<file path="src/rtl/pipe_pkg.sv">
// Shared constants and action decode for the pipeline boundary registers.
// Priority order in decode_action is the single source of truth for reset/flush/bubble/load/hold.
package pipe_pkg;

  localparam logic STOP   = 1'b1;
  localparam logic NOSTOP = 1'b0;

  localparam int EXC_W_DEF = 32;

  localparam logic [31:0] PC_NOP       = 32'h0000_0000;
  localparam logic [31:0] BADVADDR_NOP = 32'h0000_0000;

  typedef enum logic [2:0] {
    ACT_RESET,
    ACT_FLUSH,
    ACT_BUBBLE,
    ACT_LOAD,
    ACT_HOLD
  } act_e;

  function automatic act_e decode_action(input logic rst, input logic flush,
                                         input logic up, input logic dn);
    if (!rst) return ACT_RESET;
    if (flush) return ACT_FLUSH;
    if (up == STOP && dn == NOSTOP) return ACT_BUBBLE;
    if (up == NOSTOP) return ACT_LOAD;
    return ACT_HOLD;
  endfunction

endpackage

</file>
<file path="src/rtl/sat_counter.sv">
// Saturating up-counter with synchronous active-low reset; clr beats inc.
// Result visible one cycle after the event; never wraps past all-ones.
module sat_counter #(
  parameter int W = 16
) (
  input  logic         clk,
  input  logic         rst,
  input  logic         clr,
  input  logic         inc,
  output logic [W-1:0] cnt
);

  always_ff @(posedge clk) begin
    if (!rst) begin
      cnt <= '0;
    end else if (clr) begin
      cnt <= '0;
    end else if (inc && (cnt != '1)) begin
      cnt <= cnt + W'(1);
    end
  end

endmodule

</file>
<file path="src/rtl/pipe_stage_reg.sv">
// Pipeline boundary register: payload + exception bundle, 1-cycle latency, no comb input->output path.
// Upstream stall with free downstream inserts a bubble; both stalled holds; flush clears regardless of stall.
module pipe_stage_reg
  import pipe_pkg::*;
#(
  parameter int DATA_W     = 128,
  parameter int EXC_W      = EXC_W_DEF,
  parameter int STALL_W    = 6,
  parameter int STAGE_IDX  = 4,
  parameter int STICKY_EXC = 1,
  parameter int CNT_W      = 16
) (
  input  logic               clk,
  input  logic               rst,
  input  logic [STALL_W-1:0] stall,
  input  logic               flush,
  input  logic               cnt_clr,
  input  logic               in_valid,
  input  logic [DATA_W-1:0]  in_payload,
  input  logic [31:0]        in_pc,
  input  logic [EXC_W-1:0]   in_excepttype,
  input  logic               in_delayslot,
  input  logic [31:0]        in_badvaddr,
  output logic               out_valid,
  output logic [DATA_W-1:0]  out_payload,
  output logic [31:0]        out_pc,
  output logic [EXC_W-1:0]   out_excepttype,
  output logic               out_delayslot,
  output logic [31:0]        out_badvaddr,
  output logic               out_kill,
  output logic               exc_pending,
  output logic [CNT_W-1:0]   stall_cnt,
  output logic [CNT_W-1:0]   bubble_cnt
);

  localparam logic STICKY_ON = (STICKY_EXC != 0);

  logic up;
  logic dn;
  act_e act;
  logic unused_stall_bits;

  assign up  = stall[STAGE_IDX];
  assign dn  = stall[STAGE_IDX+1];
  assign act = decode_action(rst, flush, up, dn);

  // Only the two stall bits around this boundary matter here.
  assign unused_stall_bits = ^stall;

  always_ff @(posedge clk) begin
    case (act)
      ACT_RESET, ACT_FLUSH, ACT_BUBBLE: begin
        out_valid      <= 1'b0;
        out_payload    <= '0;
        out_pc         <= PC_NOP;
        out_excepttype <= '0;
        out_delayslot  <= 1'b0;
        out_badvaddr   <= BADVADDR_NOP;
        out_kill       <= 1'b0;
        if (act != ACT_BUBBLE) begin
          exc_pending <= 1'b0;
        end
      end
      ACT_LOAD: begin
        out_valid      <= in_valid;
        out_payload    <= in_payload;
        out_pc         <= in_pc;
        out_excepttype <= in_excepttype;
        out_delayslot  <= in_delayslot;
        out_badvaddr   <= in_badvaddr;
        // The faulting instruction itself sees the old (clear) pending flag.
        out_kill       <= STICKY_ON & exc_pending & in_valid;
        if (STICKY_ON && in_valid && (|in_excepttype)) begin
          exc_pending <= 1'b1;
        end
      end
      default: begin
      end
    endcase
  end

  sat_counter #(.W(CNT_W)) u_stall_cnt (
    .clk (clk),
    .rst (rst),
    .clr (cnt_clr),
    .inc (act == ACT_HOLD),
    .cnt (stall_cnt)
  );

  sat_counter #(.W(CNT_W)) u_bubble_cnt (
    .clk (clk),
    .rst (rst),
    .clr (cnt_clr),
    .inc (act == ACT_BUBBLE),
    .cnt (bubble_cnt)
  );

endmodule

</file>
<file path="config.mk">
export PLATFORM = sky130hd
export DESIGN_NAME = pipe_stage_reg
export DESIGN_NICKNAME = d
export VERILOG_FILES = /design/src/rtl/pipe_pkg.sv /design/src/rtl/sat_counter.sv /design/src/rtl/pipe_stage_reg.sv
export SDC_FILE = /design/constraint.sdc
export NUM_CORES = 1
export LEC_CHECK = 0
export CAP_MARGIN = 20
export CORE_AREA = 2 2 193 195
export DETAILED_ROUTE_END_ITERATION = 12
export DIE_AREA = 0 0 195 197
export PLACE_DENSITY = 0.71
export RECOVER_POWER = 50
export SYNTH_ARGS = -nofsm -noshare
export SYNTH_HDL_FRONTEND = slang
export SYNTH_SLANG_ARGS = --single-unit
</file>
<file path="constraint.sdc">
create_clock -name clk -period 16.75 [get_ports clk]
set_clock_uncertainty 0.05 [all_clocks]
set_input_delay 4.1875 -clock clk [delete_from_list [all_inputs] [get_ports clk]]
set_output_delay 4.1875 -clock clk [all_outputs]
set_load 0.02 [all_outputs]
</file>
### Word level (Yosys, flattened, before mapping)

Index checks and enable logic that the tools add are counted.

| word-level totals | value |
|---|---|
| register bits | 260 |
| bits of input ports | 236 |

| operators by class | value |
|---|---|
| add/sub/neg operators | 2 |
| eq/ne operators | 9 |
| muxes and demuxes | 27 |
| bitwise gates (word level) | 3 |
| reductions and logical operators | 10 |

Operators by type and width:

| operator | number |
|---|---|
| case mux 128 bit (2 select lines) | 1 |
| case mux 32 bit (2 select lines) | 3 |
| adder 16 x 1 -> 16 bit, second input constant | 2 |
| inequality test 16 bit, second input constant | 2 |
| OR reduction 32 bit | 1 |
| 2-to-1 mux 3 bit | 8 |
| 2-to-1 mux 1 bit | 11 |
| case mux 1 bit (2 select lines) | 4 |
| equality test 3 x 2 -> 1 bit, second input constant | 2 |
| logical AND 1 bit | 4 |
| inequality test 2 bit, second input constant | 2 |
| equality test 3 x 1 -> 1 bit, second input constant | 1 |
| equality test 3 bit, second input constant | 1 |
| logical NOT 3 bit | 1 |
| inequality test 3 x 2 -> 1 bit, second input constant | 1 |
| AND reduction 3 bit | 1 |
| OR reduction 3 bit | 1 |
| NOT 1 bit | 2 |
| nonzero test 2 bit | 1 |
| OR reduction 2 bit | 1 |
| AND 1 bit | 1 |

### Logic depth before layout (Yosys ltp)

| depth | value |
|---|---|
| depth in word-level cells | 16 |
| mapped depth | 7 |
| mapped depth without buffers | 5 |

### By module

A second synthesis with hierarchy kept.

| unflattened totals | value |
|---|---|
| cells, all modules | 681 |
| area total of the unflattened synthesis | 10276.1 sq um |

By module, submodules not included:

| module | times used | cells each | area an instance (sq um) | seq. area each (sq um) |
|---|---|---|---|---|
| pipe_stage_reg | 1 | 499 | 8546.9 | 6846.6 |
| sat_counter | 2 | 91 | 864.6 | 320.3 |

### Worst setup path after synthesis

OpenSTA, ideal clock, no wires.

| path | value |
|---|---|
| path kind | input to register |
| start point | input stall[4] |
| end point | register u_stall_cnt.cnt[1] |
| arrival | 11.790 ns |
| data required time | 16.611 ns |
| path slack | 4.820 ns |
| stages on the path | 5 |
| cells stage by stage | and4b_4 > inv_2 > clkbuf_1 > o21ai_0 > a21oi_1 |

| on the way | value |
|---|---|
| word-level cells in the longest chain between the ends | 10 |
| elaborated cells between the ends (all ways) | 16 |
| those cells by class | eq/ne (1); mux (13); reduce/logical (2) |

RTL lines:

| item | line | source |
|---|---|---|
| start: declaration | pipe_stage_reg.sv:15 | `input logic [STALL_W-1:0] stall,` |
| 2-to-1 mux 1 bit (2 in series) | pipe_pkg.sv:26 | `if (up == NOSTOP) return ACT_LOAD;` |
| 2-to-1 mux 1 bit | pipe_pkg.sv:25 | `if (up == STOP && dn == NOSTOP) return ACT_BUBBLE;` |
| 2-to-1 mux 1 bit | pipe_pkg.sv:24 | `if (flush) return ACT_FLUSH;` |
| 2-to-1 mux 3 bit | pipe_pkg.sv:27 | `return ACT_HOLD;` |
| 2-to-1 mux 3 bit (*) | pipe_pkg.sv:26 |  |
| 2-to-1 mux 3 bit (*) | pipe_pkg.sv:25 |  |
| 2-to-1 mux 3 bit (*) | pipe_pkg.sv:24 |  |
| equality test 3 bit (*) | pipe_stage_reg.sv:86 | `.inc (act == ACT_HOLD),` |
| logical AND 1 bit (*) | sat_counter.sv:18 | `end else if (inc && (cnt != '1)) begin` |
| end signal: assignment | sat_counter.sv:19 | `cnt <= cnt + W'(1);` |
| end: declaration | sat_counter.sv:10 | `output logic [W-1:0] cnt` |

Every way passes the cells marked *; elsewhere a longest branch is shown, timed or not. The select of a mux whose other input is x is not followed.
A chain may end at the register's enable or synchronous reset.

### Final worst setup path

| path | value |
|---|---|
| start point | input rst |
| end point | register u_stall_cnt.cnt[14] |

| on the way | value |
|---|---|
| word-level cells in the longest chain between the ends | 3 |
| elaborated cells between the ends (all ways) | 5 |
| those cells by class | eq/ne (1); mux (1); bitwise (1); reduce/logical (2) |

RTL lines:

| item | line | source |
|---|---|---|
| start: declaration | pipe_stage_reg.sv:14 | `input logic rst,` |
| 2-to-1 mux 3 bit | pipe_pkg.sv:24 |  |
| equality test 3 bit | pipe_stage_reg.sv:86 |  |
| logical AND 1 bit | sat_counter.sv:18 |  |

Parallel ways exist; a longest one is shown, timed or not.

==> tab_implementation.tex <==
\begin{tabular}{lr}
\hline
Metric & Value \\
\hline
\multicolumn{2}{l}{\textbf{Outcome}} \\
\quad Status & complete, but fails checks \\
\quad Failing checks & max-capacitance violations, max-slew violations \\
\multicolumn{2}{l}{\textbf{Global route}} \\
\quad Congestion Overflow GR & 0 \\
\quad All-layer global routing usage & 0.1542 \\
\quad Pin count of the biggest net entering global routing & 108 \\
\quad Global-route wire length before repair & 45370 um \\
\quad Via count of the first global-routing pass & 7327 \\
\quad Number of antenna violations at the first check in global routing & 3 \\
\multicolumn{2}{l}{\textbf{Drt}} \\
\quad Detail-routed net length per standard cell & around 19 um \\
\quad Met2 WL & 16010 um \\
\quad Top routing layer in use & met5 \\
\quad Vias per cell & 4.484 \\
\quad Routed length on met3 & 2409 um \\
\quad Total detailed-routing wirelength & around 31000 um \\
\quad TritonRoute pass-1 iters & 4 \\
\quad Count of vias placed by the detailed router & around 7500 \\
\quad 1st-iter DRT viols & 317 \\
\quad Count of antenna-violating nets left after detailed routing & 0 \\
\quad Remaining DRCs & 0 \\
\quad Met1 Routed Length & 12160 um \\
\multicolumn{2}{l}{\textbf{Yosys}} \\
\quad Synth Cell Area & 10130 um2 \\
\quad Top area cells in the synthesized netlist & sky130\_fd\_sc\_hd\_\_edfxtp\_1, sky130\_fd\_sc\_hd\_\_and2\_1, sky130\_fd\_sc\_hd\_\_dfxtp\_1 \\
\quad Register bit total from synthesis & 260 \\
\quad Share of Yosys cell area claimed by the top area cell type & 0.6759 \\
\quad Most used flip-flop cell after synthesis & sky130\_fd\_sc\_hd\_\_edfxtp\_1 \\
\quad Post-synth ARST share & 0 \\
\quad Number of distinct library cells after synthesis & 36 \\
\quad Cell type with the highest aggregate area in the netlist & sky130\_fd\_sc\_hd\_\_edfxtp\_1 \\
\quad Share of synthesized area occupied by flip-flops and latches & 0.7391 \\
\quad Syn Area/Cell & between 10 and 15 um2 \\
\quad Cell count after synthesis & 698 \\
\quad Yosys Warn Count & 0 \\
\quad Net count after synthesis & approximately 940 \\
\quad Number of synthesized flops with an enable pin & 228 \\
\multicolumn{2}{l}{\textbf{Clock tree}} \\
\quad Clock sink count & between 200 and 300 \\
\quad Level count of the clock H-tree & 1 \\
\quad Clock input transition at the sequential cells of the worst setup and hold paths & approximately 0.060 ns \\
\quad Total of cells resized after clock tree synthesis & 0 \\
\quad Source-to-sink clock delay at the later pin of the worst-skew pair & approximately 0.55 ns \\
\quad Post-CTS setup buffers & 0 \\
\quad Root buffer selected by CTS & sky130\_fd\_sc\_hd\_\_clkbuf\_16 \\
\quad Buffer depth of the longest clock path & 3 \\
\quad Post-CTS Hold Fix Bufs & 0 \\
\quad Clock tree from TritonCTS & done \\
\quad Number of buffers added by the clock tree synthesis step & 29 \\
\multicolumn{2}{l}{\textbf{Setup path}} \\
\quad Crit path max fanout & 104 \\
\quad Launching element type of the critical path & input port \\
\quad Critical path class & in -> reg \\
\quad Category of the worst setup path capture point & flop \\
\quad Crit path arrival time & between 10 and 15 ns \\
\quad CP required & between 15 and 20 ns \\
\multicolumn{2}{l}{\textbf{STA}} \\
\quad Final period util & 0.6417 \\
\quad Worst Tran Pin Value & 4.720 ns \\
\quad Hold violation count in the final report & 0 \\
\quad Setup\_tns & 0 ns \\
\quad Max\_slew headroom & -2.164 \\
\quad Finish-stage setup viols & 0 \\
\quad Final min period & 10.75 ns \\
\quad Max Clk Rate & a little over 90 MHz \\
\quad Number of pins exceeding their max-slew limit in the final report & between 150 and 200 \\
\quad RSZ-0062 raised after global routing & no \\
\multicolumn{2}{l}{\textbf{Power and ir drop}} \\
\quad VDD IR-drop max & 0.08382 mV \\
\quad Total leakage power & 0.006412 uW \\
\quad Total power density per cell area & 93.38 nW/um2 \\
\multicolumn{2}{l}{\textbf{Finish}} \\
\quad Area growth, synth to finish & 62.75\% \\
\quad Antenna Cells & 0 \\
\quad Number of fill cells & 3264 \\
\quad Area of the multi-input gates & 2507 um2 \\
\quad Sequential Area & about 7500 um2 \\
\quad Final Net Count & 1428 \\
\quad Area of all placed cells without fillers & 16490 um2 \\
\quad Fraction of layout instances using a drive strength above 1 & 0.04534 \\
\multicolumn{2}{l}{\textbf{Job}} \\
\quad Max-capacitance violation count & 2 \\
\multicolumn{2}{l}{\textbf{Floorplan}} \\
\quad Total I/O pin count & between 400 and 500 \\
\quad Die area & 38420 um2 \\
\quad Core Footprint & between 30000 and 40000 um2 \\
\quad Die span in x & between 150 and 200 um \\
\quad Std cell rows & 70 \\
\quad Initial Util & 0.2794 \\
\quad Die height & 197 um \\
\multicolumn{2}{l}{\textbf{Place}} \\
\quad Port Buffers & 491 \\
\quad Post-DP HPWL & 22990 um \\
\quad Placed standard-cell area & 15570 um2 \\
\quad Global placement routability congestion & 0.8102 \\
\multicolumn{2}{l}{\textbf{Hold path}} \\
\quad Path type of the worst min-delay path & reg -> reg \\
\hline
\end{tabular}
per-layer routing:
metal  vias up  GRT usage
met5         -          0
met4         6    0.05259
met3        50    0.04535
met2       287     0.2664
met1      3668     0.1838
li1       3527          -
cell usage after synthesis, types with 3 or more instances:
cell                       number
sky130_fd_sc_hd__and2_1       226
sky130_fd_sc_hd__o31ai_1       15
sky130_fd_sc_hd__dfxtp_1       32
sky130_fd_sc_hd__a21oi_1       23
sky130_fd_sc_hd__nand2b_1       6
sky130_fd_sc_hd__o21ai_0        9
sky130_fd_sc_hd__clkbuf_1      35
sky130_fd_sc_hd__or3_1          9
sky130_fd_sc_hd__or4_1         18
sky130_fd_sc_hd__edfxtp_1     228
sky130_fd_sc_hd__nand2_1       21
sky130_fd_sc_hd__nor2_1         3
sky130_fd_sc_hd__mux2i_1        5
sky130_fd_sc_hd__nand4_1       11
sky130_fd_sc_hd__and3_1         4
sky130_fd_sc_hd__nor4_1        16
sky130_fd_sc_hd__nand3_1       12
cells by family after synthesis:
kind of cell / share of synthesized area
AO/OA/AOI/OAI: 0.03249
multiplexers: 0.004941
buffers and inverters: 0.01457
AND/OR/NAND/NOR: 0.2064
adder cells (fa/ha/maj): 0.002470
flip-flops: 0.7391
state kept, by name (all words and copies together), names as in the netlist:
name / flops
exc_pending: 1
out_badvaddr: 32
out_delayslot: 1
out_excepttype: 32
out_kill: 1
out_payload: 128
out_pc: 32
out_valid: 1
u_bubble_cnt.cnt: 16
u_stall_cnt.cnt: 16
critical path, cell delays in order:
cell	delay, ns
sky130_fd_sc_hd__dlygate4sd3_1	0.68
sky130_fd_sc_hd__and4b_4	0.31
sky130_fd_sc_hd__clkinvlp_2	3.44
sky130_fd_sc_hd__buf_4	1.65
sky130_fd_sc_hd__or4_1	0.60
sky130_fd_sc_hd__a21oi_1	0.16
report_power, final:
| group | total, uW | switching [uW] | internal, uW |
|---|---|---|---|
| clock network | 629 | 264 | 365 |
| logic | 171 | 77.0 | 93.9 |
| registers | 740 | 8.00 | 732 |
metrics by stage:
stage / instances / total power (uW) / setup slack [ns] / hold WS, ns / utilization
after floorplan: 698 / 813.8 / 4.820 / 0.5025 / -
after global placement: 1627 / 930.1 / 9.722 / 0.4288 / 0.4293
after detailed placement: 1627 / 932.3 / 9.690 / 0.4318 / 0.4293
after CTS: 1681 / 1567 / 10.28 / 0.4435 / 0.4552
after global routing: 1681 / 1595 / 5.399 / 0.4589 / 0.4547
final: 1681 / 1539 / 6.002 / 0.4472 / 0.4547
layout by cell type, fill, tap and decap left out, drive strengths merged, types with 2 or more instances in the layout:
cell           count
a31oi              2
nor4              16
or4               18
nand2             21
nand2b             6
clkbuf            35
or3                9
and2             226
bufinv             3
a21oi             23
o21ai              9
clkinv            12
nor2               3
buf                5
a41o               2
mux2i              5
clkinvlp           5
o31ai             15
dlygate4sd3      141
ha                 2
nand3             12
nor2b              2
nor3b              2
inv                3
and3               4
clkdlybuf4s50    350
dfxtp             32
edfxtp           228
and4               2
nand4             11
final cells by class:
type | instances | share of cell area
inverters | 2 | 0.0005313
clock inverters | 21 | 0.01192
flip-flops and latches | 260 | 0.4542
well taps | 468 | 0.03552
clock buffers | 33 | 0.04493
repair buffers | 498 | 0.3009
multi-input cells | 399 | 0.1521
path summary, 6_finish.rpt:
path                        start                    to  slack, ns  depth (start not counted)
max                           rst   u_stall_cnt.cnt[14]       6.00                          6
min          u_bubble_cnt.cnt[15]  u_bubble_cnt.cnt[15]       0.45                          2
max reg2reg    u_stall_cnt.cnt[0]   u_stall_cnt.cnt[10]      14.57                          6
min reg2reg  u_bubble_cnt.cnt[15]  u_bubble_cnt.cnt[15]       0.45                          2
Power figures use the tool's default switching activity.
